File: src/rtl/gbdt_score_accum.sv
// Accumulates streamed leaf values into 8 saturating class scores per round, hands each round to max_result and publishes the winner.
// Scores appear one cycle after a leaf is accepted; leaf_ready is high only while accumulating, and each round waits indefinitely for max_done.
module gbdt_score_accum #(
  parameter int NUM_ROUNDS = 4,
  parameter int SCORE_W    = 32
) (
  input  logic                    gbdt_clk,
  input  logic                    gbdt_rst_n,
  input  logic                    start,
  input  logic                    leaf_valid,
  input  logic [SCORE_W-1:0]      leaf_value,
  input  logic [2:0]              leaf_class,
  input  logic                    leaf_last,
  output logic                    leaf_ready,
  output logic [7:0][SCORE_W-1:0] results,
  output logic [1:0]              round,
  output logic                    max_enable,
  output logic [SCORE_W-1:0]      old_max_result,
  output logic [4:0]              old_max_class,
  input  logic                    max_done,
  input  logic [SCORE_W-1:0]      new_max_result,
  input  logic [4:0]              new_max_class,
  output logic                    busy,
  output logic                    result_valid,
  output logic [4:0]              final_class,
  output logic [SCORE_W-1:0]      final_score
);

  typedef enum logic [1:0] {IDLE, ACCUM, MAXW, FIN} state_t;

  localparam logic [1:0] LAST_ROUND = 2'(NUM_ROUNDS - 1);

  state_t                    r_state;
  state_t                    w_state_nxt;
  logic                      w_accept;
  logic                      w_round_done;
  logic [SCORE_W:0]          w_sum;
  logic [SCORE_W-1:0]        w_sat_sum;

  logic [7:0][SCORE_W-1:0]   r_results;
  logic [1:0]                r_round;
  logic                      r_leaf_ready;
  logic                      r_max_enable;
  logic                      r_busy;
  logic                      r_result_valid;
  logic [SCORE_W-1:0]        r_old_max_result;
  logic [4:0]                r_old_max_class;
  logic [4:0]                r_final_class;
  logic [SCORE_W-1:0]        r_final_score;

  always_comb begin
    w_state_nxt  = r_state;
    w_accept     = 1'b0;
    w_round_done = 1'b0;
    case (r_state)
      IDLE: begin
        if (start) w_state_nxt = ACCUM;
      end
      ACCUM: begin
        w_accept = leaf_valid;
        if (leaf_valid && leaf_last) w_state_nxt = MAXW;
      end
      MAXW: begin
        if (max_done) begin
          w_round_done = 1'b1;
          w_state_nxt  = (r_round < LAST_ROUND) ? ACCUM : FIN;
        end
      end
      FIN: begin
        w_state_nxt = IDLE;
      end
      default: begin
        w_state_nxt = IDLE;
      end
    endcase
  end

  // One extra carry bit detects overflow; the score then pins at all-ones.
  always_comb begin
    w_sum     = {1'b0, r_results[leaf_class]} + {1'b0, leaf_value};
    w_sat_sum = w_sum[SCORE_W] ? {SCORE_W{1'b1}} : w_sum[SCORE_W-1:0];
  end

  always_ff @(posedge gbdt_clk) begin
    if (!gbdt_rst_n) begin
      r_state          <= IDLE;
      r_results        <= '0;
      r_round          <= '0;
      r_leaf_ready     <= 1'b0;
      r_max_enable     <= 1'b0;
      r_busy           <= 1'b0;
      r_result_valid   <= 1'b0;
      r_old_max_result <= '0;
      r_old_max_class  <= '0;
      r_final_class    <= '0;
      r_final_score    <= '0;
    end else begin
      r_state        <= w_state_nxt;
      // Status flags are registered from the next state so they track it exactly.
      r_leaf_ready   <= (w_state_nxt == ACCUM);
      r_max_enable   <= (w_state_nxt == MAXW);
      r_busy         <= (w_state_nxt != IDLE);
      r_result_valid <= (w_state_nxt == FIN);

      if (r_state == IDLE && start) begin
        r_results        <= '0;
        r_round          <= '0;
        r_old_max_result <= '0;
        r_old_max_class  <= '0;
      end

      if (w_accept) r_results[leaf_class] <= w_sat_sum;

      if (w_round_done) begin
        r_old_max_result <= new_max_result;
        r_old_max_class  <= new_max_class;
        if (r_round < LAST_ROUND) begin
          r_round   <= r_round + 2'd1;
          r_results <= '0;
        end else begin
          r_final_class <= new_max_class;
          r_final_score <= new_max_result;
        end
      end
    end
  end

  assign leaf_ready     = r_leaf_ready;
  assign results        = r_results;
  assign round          = r_round;
  assign max_enable     = r_max_enable;
  assign old_max_result = r_old_max_result;
  assign old_max_class  = r_old_max_class;
  assign busy           = r_busy;
  assign result_valid   = r_result_valid;
  assign final_class    = r_final_class;
  assign final_score    = r_final_score;

endmodule

File: config.mk
export PLATFORM = sky130hd
export DESIGN_NAME = gbdt_score_accum
export DESIGN_NICKNAME = d
export VERILOG_FILES = /design/src/rtl/gbdt_score_accum.sv
export SDC_FILE = /design/constraint.sdc
export NUM_CORES = 1
export LEC_CHECK = 0
export BUFFER_PORTS_ARGS = -buffer_cell sky130_fd_sc_hd__buf_2
export CAP_MARGIN = 0
export CELL_PAD_IN_SITES_DETAIL_PLACEMENT = 0
export CELL_PAD_IN_SITES_GLOBAL_PLACEMENT = 2
export CORE_ASPECT_RATIO = 1.4
export CORE_MARGIN = 5
export CORE_UTILIZATION = 27
export CTS_CLUSTER_SIZE = 28
export DETAILED_ROUTE_END_ITERATION = 8
export PLACE_DENSITY = 0.81
export SLEW_MARGIN = 20
export SYNTH_ARGS = -nofsm -noshare
export SYNTH_HDL_FRONTEND = slang
export SYNTH_SLANG_ARGS = --single-unit
File: constraint.sdc
create_clock -name gbdt_clk -period 3.3 [get_ports gbdt_clk]
set_input_delay 0.165 -clock gbdt_clk [delete_from_list [all_inputs] [get_ports gbdt_clk]]
set_output_delay 0.165 -clock gbdt_clk [all_outputs]
set_load 0.03 [all_outputs]
# Yosys cells after proc, flatten, opt, wreduce, memory -nomap -nowiden
# Index checks and enable logic that the tools add are counted.
totals:
  regBits: 338
  in_bits: 78
  output_inout_bits: 336
  elab_cells: 63
op_classes:
  add_sub_neg: 2
  magnitude_cmp: 3
  n_eq_ne: 6
  muxes: 26
  n_bitwise: 1
  reduce_logical: 7
op_table:
  columns: ["op", "count"]
  rows:
  - ["two-way mux 256 bit", 5]
  - ["bitwise mux 256 bit", 1]
  - ["two-way mux 32 bit", 5]
  - ["binary-select mux 32 bit (select 3 bit)", 1]
  - ["demux 32 bit (select 3 bit)", 1]
  - ["adder 32 x 32 -> 33 bit", 1]
  - ["two-way mux 2 bit", 7]
  - ["two-way mux 5 bit", 2]
  - ["equality test 2 bit, second input constant", 4]
  - ["one-hot mux 2 bit (4 select lines)", 1]
  - ["equality test 2 x 1 -> 1 bit, second input constant", 2]
  - ["less-than comparator 3 x 4 -> 1 bit, second input constant", 1]
  - ["nonzero test 2 bit", 2]
  - [">= comparator 3 x 1 -> 1 bit, second input constant", 1]
  - ["logical AND 1 bit", 3]
  - ["two-way mux 1 bit", 3]
  - ["adder 2 x 1 -> 2 bit, second input constant", 1]
  - ["logical NOT 2 bit", 1]
  - ["less-than comparator 2 bit, second input constant", 1]
  - ["AND reduction 2 bit", 1]
  - ["NOT 1 bit", 1]

# Depth between registers and ports, before layout
logic_depth:
  depth_word: 8
  depth_mapped: 18

# Worst setup path before layout
# OpenSTA, ideal clock, no wires.
synth_timing:
  path_type: "input to register"
  startpoint: "input leaf_class[1]"
  endpoint: "register r_results (netlist bit results[100])"
  setup_time_ns: 0.131
  t_arrival_ns: 3.548
  required_time_ns: 3.169
  path_slack_ns: -0.379
  path_stages: 17
  path_cell_list: "clkbuf_1 -> and3_1 -> clkbuf_1 -> clkbuf_1 -> a22oi_1 -> nand4_1 -> ha_1 -> fa_1 -> a211oi_1 -> o21ai_1 -> o21ai_1 -> a2111oi_4 -> nor3_2 -> o21ai_4 -> buf_2 -> nor2_1 -> o21ai_1"
synth_between:
  elab_chain_len: 8
  elab_cells_between_ends: 13
synth_lines:
  columns: ["item", "line_no", "rtl"]
  rows:
  - ["from (decl)", "12", "input logic [2:0] leaf_class,"]
  - ["binary-select mux 32 bit (select 3 bit) (tied with other cells)", "80", "w_sum = {1'b0, r_results[leaf_class]} + {1'b0, leaf_value};"]
  - ["two-way mux 32 bit (implied by the code) or logical AND 1 bit (tied branches)", "80, 112", null]
  - ["adder 32 x 32 -> 33 bit or two-way mux 32 bit (tied branches)", "80, 112", null]
  - ["two-way mux 32 bit or demux 32 bit (select 3 bit) (tied branches)", "81, 112", null]
  - ["bitwise mux 256 bit (*)", "112", "if (w_accept) r_results[leaf_class] <= w_sat_sum;"]
  - ["two-way mux 256 bit (*)", "112", null]
  - ["two-way mux 256 bit", "117", "if (r_round < LAST_ROUND) begin"]
  - ["two-way mux 256 bit (*)", "114", "if (w_round_done) begin"]
  - ["to (signal, indexed assignment)", "112", null]
  - ["to (decl)", "40", "logic [7:0][SCORE_W-1:0] r_results;"]
# Every way passes the cells marked *; elsewhere a longest branch is shown, timed or not. The select of a mux whose other input is x is not followed.
# A chain may end at the register's enable or synchronous reset.

# Final worst setup path
layout_timing:
  startpoint: "register r_results (netlist bit results[168])"
  endpoint: "register r_results (netlist bit results[216])"
layout_between:
  elab_chain_len: 8
layout_lines:
  columns: ["item", "line_no", "rtl"]
  rows:
  - ["binary-select mux 32 bit (select 3 bit) (*)", "80", null]
  - ["two-way mux 32 bit (implied by the code) (*)", "80", null]
  - ["adder 32 x 32 -> 33 bit (*)", "80", null]
  - ["two-way mux 32 bit (*)", "81", "w_sat_sum = w_sum[SCORE_W] ? {SCORE_W{1'b1}} : w_sum[SCORE_W-1:0];"]
  - ["bitwise mux 256 bit (*)", "112", null]
  - ["two-way mux 256 bit (*)", "112", null]
  - ["two-way mux 256 bit", "117", null]
  - ["two-way mux 256 bit (*)", "114", null]
# Marked as above.

==> reports/metrics.yaml <==
r2r-end: "results[216]"
drive_above_1_share: 0.392
pin_count: 414
p_leak_nw: 9.52
outcome: "complete, no violations"
finalInstanceArea_mm2: 0.0217
fin_crit_sh: 0.985
ctsHtreeMaxLevel: 2
grt_max_degree: 80
grt_usage: 0.239
post_drt_wl_per_cell_um: 23.9
viasPerCell: 5.19
grt_util_met2: 0.447
hold_viol: 0
yosysTopAreaCellShare: 0.475
cts_tree: "done"
use_met3: 0.0446
synthCells: 1659
port_buffers: 413
dp_hpwl_um: 55400
use_met1: 0.261
critPathCapture: "results[216]"
synth-edff-count: 0
initial_core_util: 0.273
drc: 0
yosysSeqAreaShare: 0.475
instances_no_fill: 3065
ir_drop_mv: 0.292
numCtsBuffers: 36
finalSetupViolations: 0
drt_iter0_drc: 969
num_vias: 15900
drv_cap: 0
grt_pass1_wl_um: 104000
ant_nets: 0
syn_to_final_growth_pct: 51.9
synth_area_leaders: "dfxtp_1 47%, a22oi_1 8.7%, nand2_1 8.6%"
synth_area_mm2: 0.0143
fin_crit_ns: 3.25
synth_seq_cells: 338
dr.pass1.iters: 5
routabilityCongestion: 0.940
synthArstFlopShare: 0
drt_wl_total_um: 73100
synth_area_per_cell_um2: 8.59
setup.worst_path.start_class: "flop"
synth-main-ff-cell: "dfxtp_1"
grt_setup_unrepaired: "true"
synth_fp_nets: 1771
yosys_warnings: 0
critPathArrivalTime_ns: 3.69
crit_path_start: "results[168]"
top_usage_layer: "met2"
grt_antenna_before_repair: 0
r2r_slack_ns: 0.05
cp-end-kind: "flop"
numPlacedInstances: 2960
num_rows: 99
powerDensity_mw_per_mm2: 426
fp.dieH_um: 282
clock_sinks: 338
final_common_cell: "buf_2"
final_cell_mix: "413 x buf_2, 329 x dfxtp_1, 320 x nand2_1, 279 x buf_4, 151 x a22oi_1"
max_freq_mhz: 308
worst-setup-path-type: "flop to flop"
drv_slew: 0
clkSlewWorstSetupHoldPaths_ns: 0.06
fin_nets: 2450
fp.dieW_um: 204
dieArea_mm2: 0.0576
relSlewSlack: 0.292
fin_worst_skew_ns: 0.0162
cts-root-buf: "clkbuf_16"
worstSkewPairLatency_ns: 0.55
worst_pin_slew_ns: 1.06
core_area_mm2: 0.0523
hp-class: "input pin to flop"
required_ns: 3.74
grt_overflow_total: 0
yosysUniqueCellTypes: 63
rr_worst_depth: 14
placed_area_mm2: 0.0196
antenna-diode-count: 0
worstReg2RegStart: "results[168]"
critPathMaxFanout: 8
clock_path_buffers: 3
grt_pass1_vias: 16000
yosys.area.top_type: "dfxtp_1"
## critical path: stages, from the launching register on
cell and delay, ns:
dfxtp_2 0.32, a22oi_1 0.17, nand4_1 0.34, ha_4 0.42, nand2_4 0.07, a2111oi_4 0.36, o21ai_2 0.14, a2111oi_4 0.32
buf_4 0.20, nor3_4 0.06, buf_4 0.15, mux2i_1 0.15, nand2_1 0.10, buf_6 0.15, a22o_1 0.19
## registers in the layout (all words and copies together), names as in the netlist
name	count
old_max_class	5
max_enable	1
leaf_ready	1
r_state	2
results	256
round	2
final_score	32
final_class	5
old_max_result	32
busy	1
result_valid	1
## cell usage after synthesis (3+ instances only)
| cell type | number |
|---|---|
| dfxtp_1 | 338 |
| nand2_1 | 325 |
| a22oi_1 | 165 |
| o21ai_0 | 121 |
| clkbuf_1 | 105 |
| o21ai_1 | 90 |
| a21oi_1 | 60 |
| nor2_1 | 56 |
| a22o_1 | 48 |
| nand4_1 | 46 |
| nor2b_1 | 42 |
| a21boi_0 | 38 |
| ha_1 | 33 |
| nor3_1 | 18 |
| nand3_1 | 17 |
| a31oi_1 | 13 |
| and2_1 | 12 |
| xnor2_1 | 12 |
| a21o_1 | 8 |
| o311ai_0 | 8 |
| xor2_1 | 8 |
| a211oi_1 | 7 |
| o211ai_1 | 7 |
| o21a_1 | 7 |
| and3_1 | 6 |
| inv_1 | 6 |
| buf_1 | 5 |
| nor3b_1 | 5 |
| or2_2 | 5 |
| mux2i_1 | 4 |
| and2_0 | 3 |
| buf_2 | 3 |
| or3_1 | 3 |
## area by class of cell
class / count / area, µm²
fill: 5344 / 30600
tap: 707 / 885
clock inverter: 13 / 168
inverter: 6 / 22.5
multi-input combinational: 1199 / 7790
sequential: 338 / 6780
timing repair buffer: 757 / 5030
clock buffer: 45 / 986
## what timing repair did
| action | 4_1_cts | 5_1_grt |
|---|---|---|
| setup endpoints to repair | 61 | 254 |
| hold buffers | 37 | 0 |
| endpoints found under the hold margin | 74 | 0 |
| gates cloned | 0 | 1 |
| buffers inserted | 3 | 7 |
| pin swaps | 8 | 61 |
| gates resized for setup | 15 | 129 |
## metal layers
layer / routed length, µm / vias to the layer above / part of all wire
met4: 3410 / 0 / 0.047
met1: 26700 / 7587 / 0.36
met5: 0 / - / 0
li1: - / 7390 / -
met2: 38200 / 749 / 0.52
met3: 4780 / 182 / 0.065
## worst min-delay path by stage
stage / cells past startpoint / slack [ns] / from / endpoint
after floorplan: 2 / 0.31 / new_max_class[0] / final_class[0]
after global placement: 3 / 0.43 / new_max_result[29] / final_score[29]
after detailed placement: 3 / 0.44 / new_max_result[29] / final_score[29]
after CTS: 5 / 0.008 / leaf_last / max_enable
after global routing: 4 / 0.06 / leaf_last / leaf_ready
final: 5 / 0.04 / leaf_last / max_enable
## power breakdown
group | internal, mW | leakage, nW | switching (mW)
clock | 2.42 | 0.571 | 1.69
sequential | 4.11 | 2.73 | 0.0222
combinational | 0.352 | 6.22 | 0.630
## cells by family (layout without fill, tap and decap cells)
group / Yosys count / in the layout / synth area share
and+or+nand+nor: 552 / 552 / 0.175
xor gates and xnor gates: 20 / 20 / 0.0123
buffers and inverters: 122 / 821 / 0.0330
DFF: 338 / 338 / 0.475
AOI/OAI and AO/OA: 588 / 588 / 0.271
adders and majority gates: 34 / 34 / 0.0304
muxes: 5 / 5 / 0.00360
## stage by stage
step / hold WS, ns / TNS (ns) / worst slack, ns / util / power, mW
floorplan: 0.310 / -0.0237 / -0.00951 / - / 4.65
global placement: 0.432 / -108.95 / -0.660 / 0.375 / 5.11
detailed placement: 0.438 / -112.81 / -0.763 / 0.375 / 5.11
CTS: 0.00794 / 0 / 0.00855 / 0.406 / 9.26
global route: 0.0645 / -5.49 / -0.0927 / 0.414 / 9.49
finish: 0.0352 / 0 / 0.0485 / 0.414 / 9.22
No activity file was read; power rests on OpenSTA's default activity.
